**config.mk**
```make
export PLATFORM = sky130hd
export DESIGN_NAME = choose_cursor_ctrl
export DESIGN_NICKNAME = d
export VERILOG_FILES = /design/src/rtl/choose_cursor_pkg.sv /design/src/rtl/choose_cursor_ctrl_btn_repeat.sv /design/src/rtl/choose_cursor_ctrl.sv
export SDC_FILE = /design/constraint.sdc
export NUM_CORES = 1
export LEC_CHECK = 0
export ABC_AREA = 1
export BUFFER_PORTS_ARGS = -buffer_cell sky130_fd_sc_hd__buf_4
export CAP_MARGIN = 40
export CORE_ASPECT_RATIO = 1.75
export CORE_MARGIN = 5
export CORE_UTILIZATION = 55
export DETAILED_ROUTE_END_ITERATION = 10
export GPL_TIMING_DRIVEN = 0
export HOLD_SLACK_MARGIN = 0.05
export PLACE_DENSITY = 0.83
export SETUP_SLACK_MARGIN = 0.02
export SYNTH_ARGS = -nofsm -noshare
export SYNTH_HDL_FRONTEND = slang
export SYNTH_SLANG_ARGS = --single-unit
```
**constraint.sdc**
```tcl
create_clock -name clk -period 3.4 [get_ports clk]
set_input_delay 0.68 -clock clk [delete_from_list [all_inputs] [get_ports clk]]
set_output_delay 0.68 -clock clk [all_outputs]
set_load 0.1 [all_outputs]
```
**src/rtl/choose_cursor_pkg.sv**
```systemverilog
// Shared definitions for the choose scene: slot numbering, grid shape, state encoding
// and the cursor step helper.
package choose_cursor_pkg;

  localparam logic [7:0] SLOT_MIN  = 8'd1;
  localparam logic [7:0] SLOT_MAX  = 8'd8;
  localparam int         GRID_COLS = 4;
  localparam int         GRID_ROWS = 2;
  localparam int         COL_W     = $clog2(GRID_COLS);

  // One-hot direction vector layout; the lowest set bit has the highest priority.
  localparam int DIR_LEFT  = 0;
  localparam int DIR_RIGHT = 1;
  localparam int DIR_UP    = 2;
  localparam int DIR_DOWN  = 3;

  typedef enum logic [1:0] {
    ST_IDLE   = 2'd0,
    ST_BROWSE = 2'd1,
    ST_LOCKED = 2'd2
  } choose_state_t;

  // Moves the cursor one step. Left and right wrap inside the row.
  // Up and down flip the row and keep the column.
  function automatic logic [7:0] next_slot(input logic [7:0] id, input logic [3:0] dir);
    logic [7:0]       idx;
    logic [COL_W-1:0] col;
    logic             row;
    idx = id - SLOT_MIN;
    col = idx[COL_W-1:0];
    row = idx[COL_W];
    if (dir[DIR_LEFT])
      col = col - 1'b1;
    else if (dir[DIR_RIGHT])
      col = col + 1'b1;
    else if (dir[DIR_UP] || dir[DIR_DOWN])
      row = ~row;
    return 8'({row, col}) + SLOT_MIN;
  endfunction

endpackage

```
**src/rtl/choose_cursor_ctrl_btn_repeat.sv**
```systemverilog
// Direction edge detect with priority pick and hold-to-repeat.
// Emits a one-cycle step pulse with the one-hot direction that produced it.
module btn_repeat
  import choose_cursor_pkg::*;
#(
  parameter int REPEAT_DLY = 25_000_000,
  parameter int REPEAT_PER = 10_000_000
) (
  input  logic       clk,
  input  logic       rst,
  input  logic       active,
  input  logic [3:0] lvl,
  output logic       step,
  output logic [3:0] step_dir
);

  localparam int MAX_CNT = (REPEAT_DLY > REPEAT_PER) ? REPEAT_DLY : REPEAT_PER;
  localparam int CNT_W   = $clog2(MAX_CNT + 1);
  localparam logic [CNT_W-1:0] DLY_C = CNT_W'(REPEAT_DLY);
  localparam logic [CNT_W-1:0] PER_C = CNT_W'(REPEAT_PER);
  localparam logic [CNT_W-1:0] ONE_C = CNT_W'(1);

  logic [3:0]       prev;
  logic [3:0]       edges;
  logic [3:0]       win;
  logic [3:0]       track;
  logic [CNT_W-1:0] cnt;
  logic             rep_phase;
  logic             held;
  logic             rep_hit;

  assign edges   = lvl & ~prev;
  assign win     = edges & (~edges + 4'd1);
  assign held    = |(lvl & track);
  // cnt equals the number of cycles since the last step of the tracked direction.
  assign rep_hit = held && (cnt == (rep_phase ? PER_C : DLY_C));

  always_comb begin
    step     = 1'b0;
    step_dir = 4'd0;
    if (active) begin
      if (|win) begin
        step     = 1'b1;
        step_dir = win;
      end else if (rep_hit) begin
        step     = 1'b1;
        step_dir = track;
      end
    end
  end

  always_ff @(posedge clk or posedge rst) begin
    if (rst) begin
      prev      <= 4'd0;
      track     <= 4'd0;
      cnt       <= '0;
      rep_phase <= 1'b0;
    end else begin
      prev <= lvl;
      if (!active || (!(|win) && !held)) begin
        track     <= 4'd0;
        cnt       <= '0;
        rep_phase <= 1'b0;
      end else if (|win) begin
        track     <= win;
        cnt       <= ONE_C;
        rep_phase <= 1'b0;
      end else if (rep_hit) begin
        cnt       <= ONE_C;
        rep_phase <= 1'b1;
      end else if (cnt != '1) begin
        cnt <= cnt + 1'b1;
      end
    end
  end

endmodule

```
**src/rtl/choose_cursor_ctrl.sv**
```systemverilog
// Cursor and selection controller for the choose scene: browse the 2x4 grid,
// confirm a slot, hand the chosen id downstream with a valid/ack handshake.
//
// state      | meaning
// ST_IDLE    | scene inactive, edges ignored
// ST_BROWSE  | cursor moves on direction steps
// ST_LOCKED  | selection confirmed, cursor frozen
module choose_cursor_ctrl
  import choose_cursor_pkg::*;
#(
  parameter int REPEAT_DLY = 25_000_000,
  parameter int REPEAT_PER = 10_000_000
) (
  input  logic       clk,
  input  logic       rst,
  input  logic       enable,
  input  logic       btn_left,
  input  logic       btn_right,
  input  logic       btn_up,
  input  logic       btn_down,
  input  logic       btn_confirm,
  input  logic       btn_cancel,
  input  logic       choose_ack,
  output logic [7:0] pokemon_id,
  output logic       locked,
  output logic       choose_valid,
  output logic [7:0] chosen_id
);

  choose_state_t state, state_nxt;
  logic [7:0]    id_nxt, chosen_nxt;
  logic          locked_nxt, valid_nxt;
  logic          prev_confirm, prev_cancel;
  logic          confirm_edge, cancel_edge;
  logic          step;
  logic [3:0]    step_dir;

  assign confirm_edge = btn_confirm & ~prev_confirm;
  assign cancel_edge  = btn_cancel & ~prev_cancel;

  btn_repeat #(
    .REPEAT_DLY(REPEAT_DLY),
    .REPEAT_PER(REPEAT_PER)
  ) u_btn_repeat (
    .clk     (clk),
    .rst     (rst),
    .active  (enable && (state == ST_BROWSE)),
    .lvl     ({btn_down, btn_up, btn_right, btn_left}),
    .step    (step),
    .step_dir(step_dir)
  );

  always_comb begin
    state_nxt  = state;
    id_nxt     = pokemon_id;
    chosen_nxt = chosen_id;
    locked_nxt = locked;
    valid_nxt  = choose_valid;
    if (!enable) begin
      state_nxt  = ST_IDLE;
      locked_nxt = 1'b0;
      valid_nxt  = 1'b0;
    end else begin
      unique case (state)
        ST_IDLE: state_nxt = ST_BROWSE;
        ST_BROWSE: begin
          // Confirm takes precedence; a same-cycle move is dropped.
          if (confirm_edge) begin
            state_nxt  = ST_LOCKED;
            chosen_nxt = pokemon_id;
            locked_nxt = 1'b1;
            valid_nxt  = 1'b1;
          end else if (step) begin
            id_nxt = next_slot(pokemon_id, step_dir);
          end
        end
        ST_LOCKED: begin
          if (cancel_edge) begin
            state_nxt  = ST_BROWSE;
            locked_nxt = 1'b0;
            valid_nxt  = 1'b0;
          end else if (choose_ack) begin
            valid_nxt = 1'b0;
          end
        end
        default: begin
          state_nxt  = ST_IDLE;
          locked_nxt = 1'b0;
          valid_nxt  = 1'b0;
        end
      endcase
    end
  end

  always_ff @(posedge clk or posedge rst) begin
    if (rst) begin
      state        <= ST_IDLE;
      pokemon_id   <= SLOT_MIN;
      chosen_id    <= 8'd0;
      locked       <= 1'b0;
      choose_valid <= 1'b0;
      prev_confirm <= 1'b0;
      prev_cancel  <= 1'b0;
    end else begin
      state        <= state_nxt;
      pokemon_id   <= id_nxt;
      chosen_id    <= chosen_nxt;
      locked       <= locked_nxt;
      choose_valid <= valid_nxt;
      prev_confirm <= btn_confirm;
      prev_cancel  <= btn_cancel;
    end
  end

endmodule

```
==> impl_metrics.py <==
metrics = {
    "route": {
        "avgRoutedWirePerCell_um": 15.2,
        "wl_um": 8090,
        "antenna_left": 0,
        "via_per_inst": 5.48,
        "drt-pass1-iter-count": 5,
        "route.detailed.drc": 0,
        "drtIter0Drc": 227,
        "via_count": 2914,
    },
    "cells_and_area": {
        "stdcell_area_mm2": 0.00352,
        "antenna_cells": 0,
        "nets": 469,
        "stdcell_count": 532,
        "drive_above_1_share_pct": 17.1,
        "areaGrowthSynthToFinish_pct": 12.8,
        "final_core_util_pct": 63.6,
    },
    "status": {
        "status": "finished clean",
    },
    "power_and_ir_drop": {
        "p_int_mw": 1.04,
        "p_per_area_mw_per_mm2": 544,
        "clock_power_share_pct": 22.8,
        "combPwrFrac_pct": 41.5,
        "power_leakage_nw": 1.66,
        "peakVddDrop_uv": 883,
        "power_switching_share_pct": 45.9,
        "total_power_mw": 1.92,
        "p_sw_mw": 0.879,
        "seqPwrFrac_pct": 35.7,
    },
    "sta": {
        "fmax_mhz": 425,
        "setup_violations": 0,
        "final_period_minus_worst_setup_slack_ps": 2350,
        "skew_ps": 7.47,
        "slew_viol_final": 0,
        "whs_ps": 327,
        "min_period_over_period_pct": 69.1,
        "finalHoldViolCount": 0,
        "rsz0062_at_grt": "no",
        "tns_ps": 0,
        "setup_slack_ps": 1050,
    },
    "setup_path": {
        "slowest_delay_ps": 430,
        "timing.critical_path.mode_cell": "nand2_1",
        "path_cells": "inv_1 > ha_1 > nand4_1 > nor2_1 > nand2_1 > nor2_2 > nand3_1 > nand2_1 > nand2_1 > nand2_1 > nand2_1 > and2_1 > ha_1 > nand2_1 > o21ai_0",
        "critPathMaxFanout": 4,
        "worst-path-buf-inv": 1,
        "rr_worst_depth": 15,
        "cp-start-kind": "flop",
        "crit_type": "reg2reg",
        "regToRegSetupSlack_ps": 1050,
        "critPathTopFamily": "simple AND/OR/NAND/NOR gates",
        "rr_endpoint": "pokemon_id[1]",
        "required_ps": 3580,
        "cp_data_arrival_time_ps": 2540,
        "timing.rr.start": "u_btn_repeat.cnt[0]",
        "cp-end-kind": "flop",
        "cpMaxStageDelayCell": "dfrtp_1",
    },
    "synthesis": {
        "seq_area_frac_synth_pct": 38.5,
        "synth_cells": 421,
        "yosys_register_bits": 48,
        "ys.flop_type": "dfrtp_1",
        "ys_types": 44,
        "synthTopCellsByCount": "89 x nand2_1, 59 x inv_1, 55 x nor2_1",
        "yosys_warnings": 0,
        "async_reset_ff_share_pct": 100,
        "synthesis.area_mm2": 0.00312,
        "synth_most_common_cell": "nand2_1",
        "synth_top_cell_area_share_pct": 37.7,
        "synth_edf_count": 0,
        "syn_area_per_cell_um2": 7.42,
        "yosys.area.top_type": "dfrtp_1",
        "ys_top_cells_by_area": "dfrtp_1 38%, nand2_1 11%, inv_1 7.1%",
    },
    "die": {
        "die_width_um": 67.0,
        "rows": 36,
        "coreArea_mm2": 0.00554,
        "start_util_pct": 56.3,
        "die_height_um": 110,
        "fp.dieArea_mm2": 0.00734,
        "io_pins": 28,
    },
    "global_route": {
        "grt_max_degree": 35,
        "grt.overflow.total": 0,
        "grt_use_total_pct": 24.8,
        "grt_pass1_vias": 2960,
        "grt_first_pass_wirelength_um": 13700,
        "antenna_found_initial": 0,
    },
    "clock_network": {
        "cts_buffers": 5,
        "cts_buffer_depth": 2,
        "postCtsSetupRepairBufs": 0,
        "path_clk_slew_ps": 100,
        "cts_resized": 0,
        "htreeDepth": 2,
        "clock_latency_ps": 310,
        "numClockSinks": 48,
        "cts-root-buf": "clkbuf_8",
        "cts_tree": "done",
        "ctsHoldBuffers": 0,
    },
    "placement": {
        "post-place-cells": 524,
        "io_buffers": 19,
        "dp_hpwl_um": 6320,
        "dpl_cell_area_mm2": 0.00341,
        "place.gp.congestion": 0.982,
        "pre_cts_slack_ps": 881,
    },
    "job": {
        "maxCapViolCount": 0,
    },
    "hold_path": {
        "hold_class": "in2async",
    },
}
==> worst max-delay path by stage <==
stage          cells after the start                start  slack (ps)              endpoint
3_3_place_gp                      10             btn_left         890  u_btn_repeat.cnt[10]
4_1_cts                           15  u_btn_repeat.cnt[0]        1070         pokemon_id[1]
2_1_floorplan                      8        pokemon_id[1]        1120         pokemon_id[1]
6_report                          15  u_btn_repeat.cnt[0]        1050         pokemon_id[1]
5_1_grt                           15  u_btn_repeat.cnt[0]         840         pokemon_id[1]
3_5_place_dp                      10             btn_left         880  u_btn_repeat.cnt[10]
==> flip-flops by register name, indices dropped and copies added, names as in the netlist <==
signal and cells:
u_btn_repeat.track 4, u_btn_repeat.cnt 25, state 2, prev_cancel 1, u_btn_repeat.prev 4, locked 1
prev_confirm 1, pokemon_id 4, u_btn_repeat.rep_phase 1, chosen_id 4, choose_valid 1
==> cell families after synthesis <==
logic type / synth area share (%)
flops: 38.5
xor+xnor: 3.93
buf+inv: 11.9
fa+ha+maj: 1.60
simple gates: 33.6
other cells: 0.120
compound gates: 10.3
==> area by class of cell <==
| type | instances | area, µm² |
|---|---|---|
| buffer | 17 | 120 |
| clock buffer | 5 | 68.8 |
| clock inverter | 3 | 46.3 |
| fill | 492 | 2020 |
| inverter | 63 | 251 |
| multi-input combinational | 300 | 1570 |
| sequential | 48 | 1200 |
| tap | 76 | 95.1 |
| timing repair buffer | 20 | 163 |
==> power by group through the flow <==
stage               Combinational [mW]  Sequential, mW  Clock, mW
CTS                              0.799           0.685      0.439
floorplan                        0.270            1.06          0
global placement                 0.781           0.693          0
global route                     0.852           0.697      0.457
finish                           0.795           0.684      0.437
detailed placement               0.800           0.694          0
==> cell usage in the layout, fill, tap and decap left out, types with 6 or more instances in the layout <==
cell type,count
dfrtp_1,47
nand2_2,8
a21oi_1,14
xor2_1,9
nand3_1,22
buf_4,28
nor3_1,14
o21ai_1,6
o21ai_0,11
nor2_1,55
nand4_1,12
nand2_1,89
inv_1,58
a31oi_1,6
conb_1,8
==> per-layer routing <==
layer,up-vias,global-route usage [%],part of all wire (%)
met3,41,2.97,4.4
met5,-,0,0
li1,1407,-,-
met4,0,17.1,6.6
met2,122,45.7,56
met1,1344,25.0,33
Note: power is estimated with default switching activity, not from simulation.
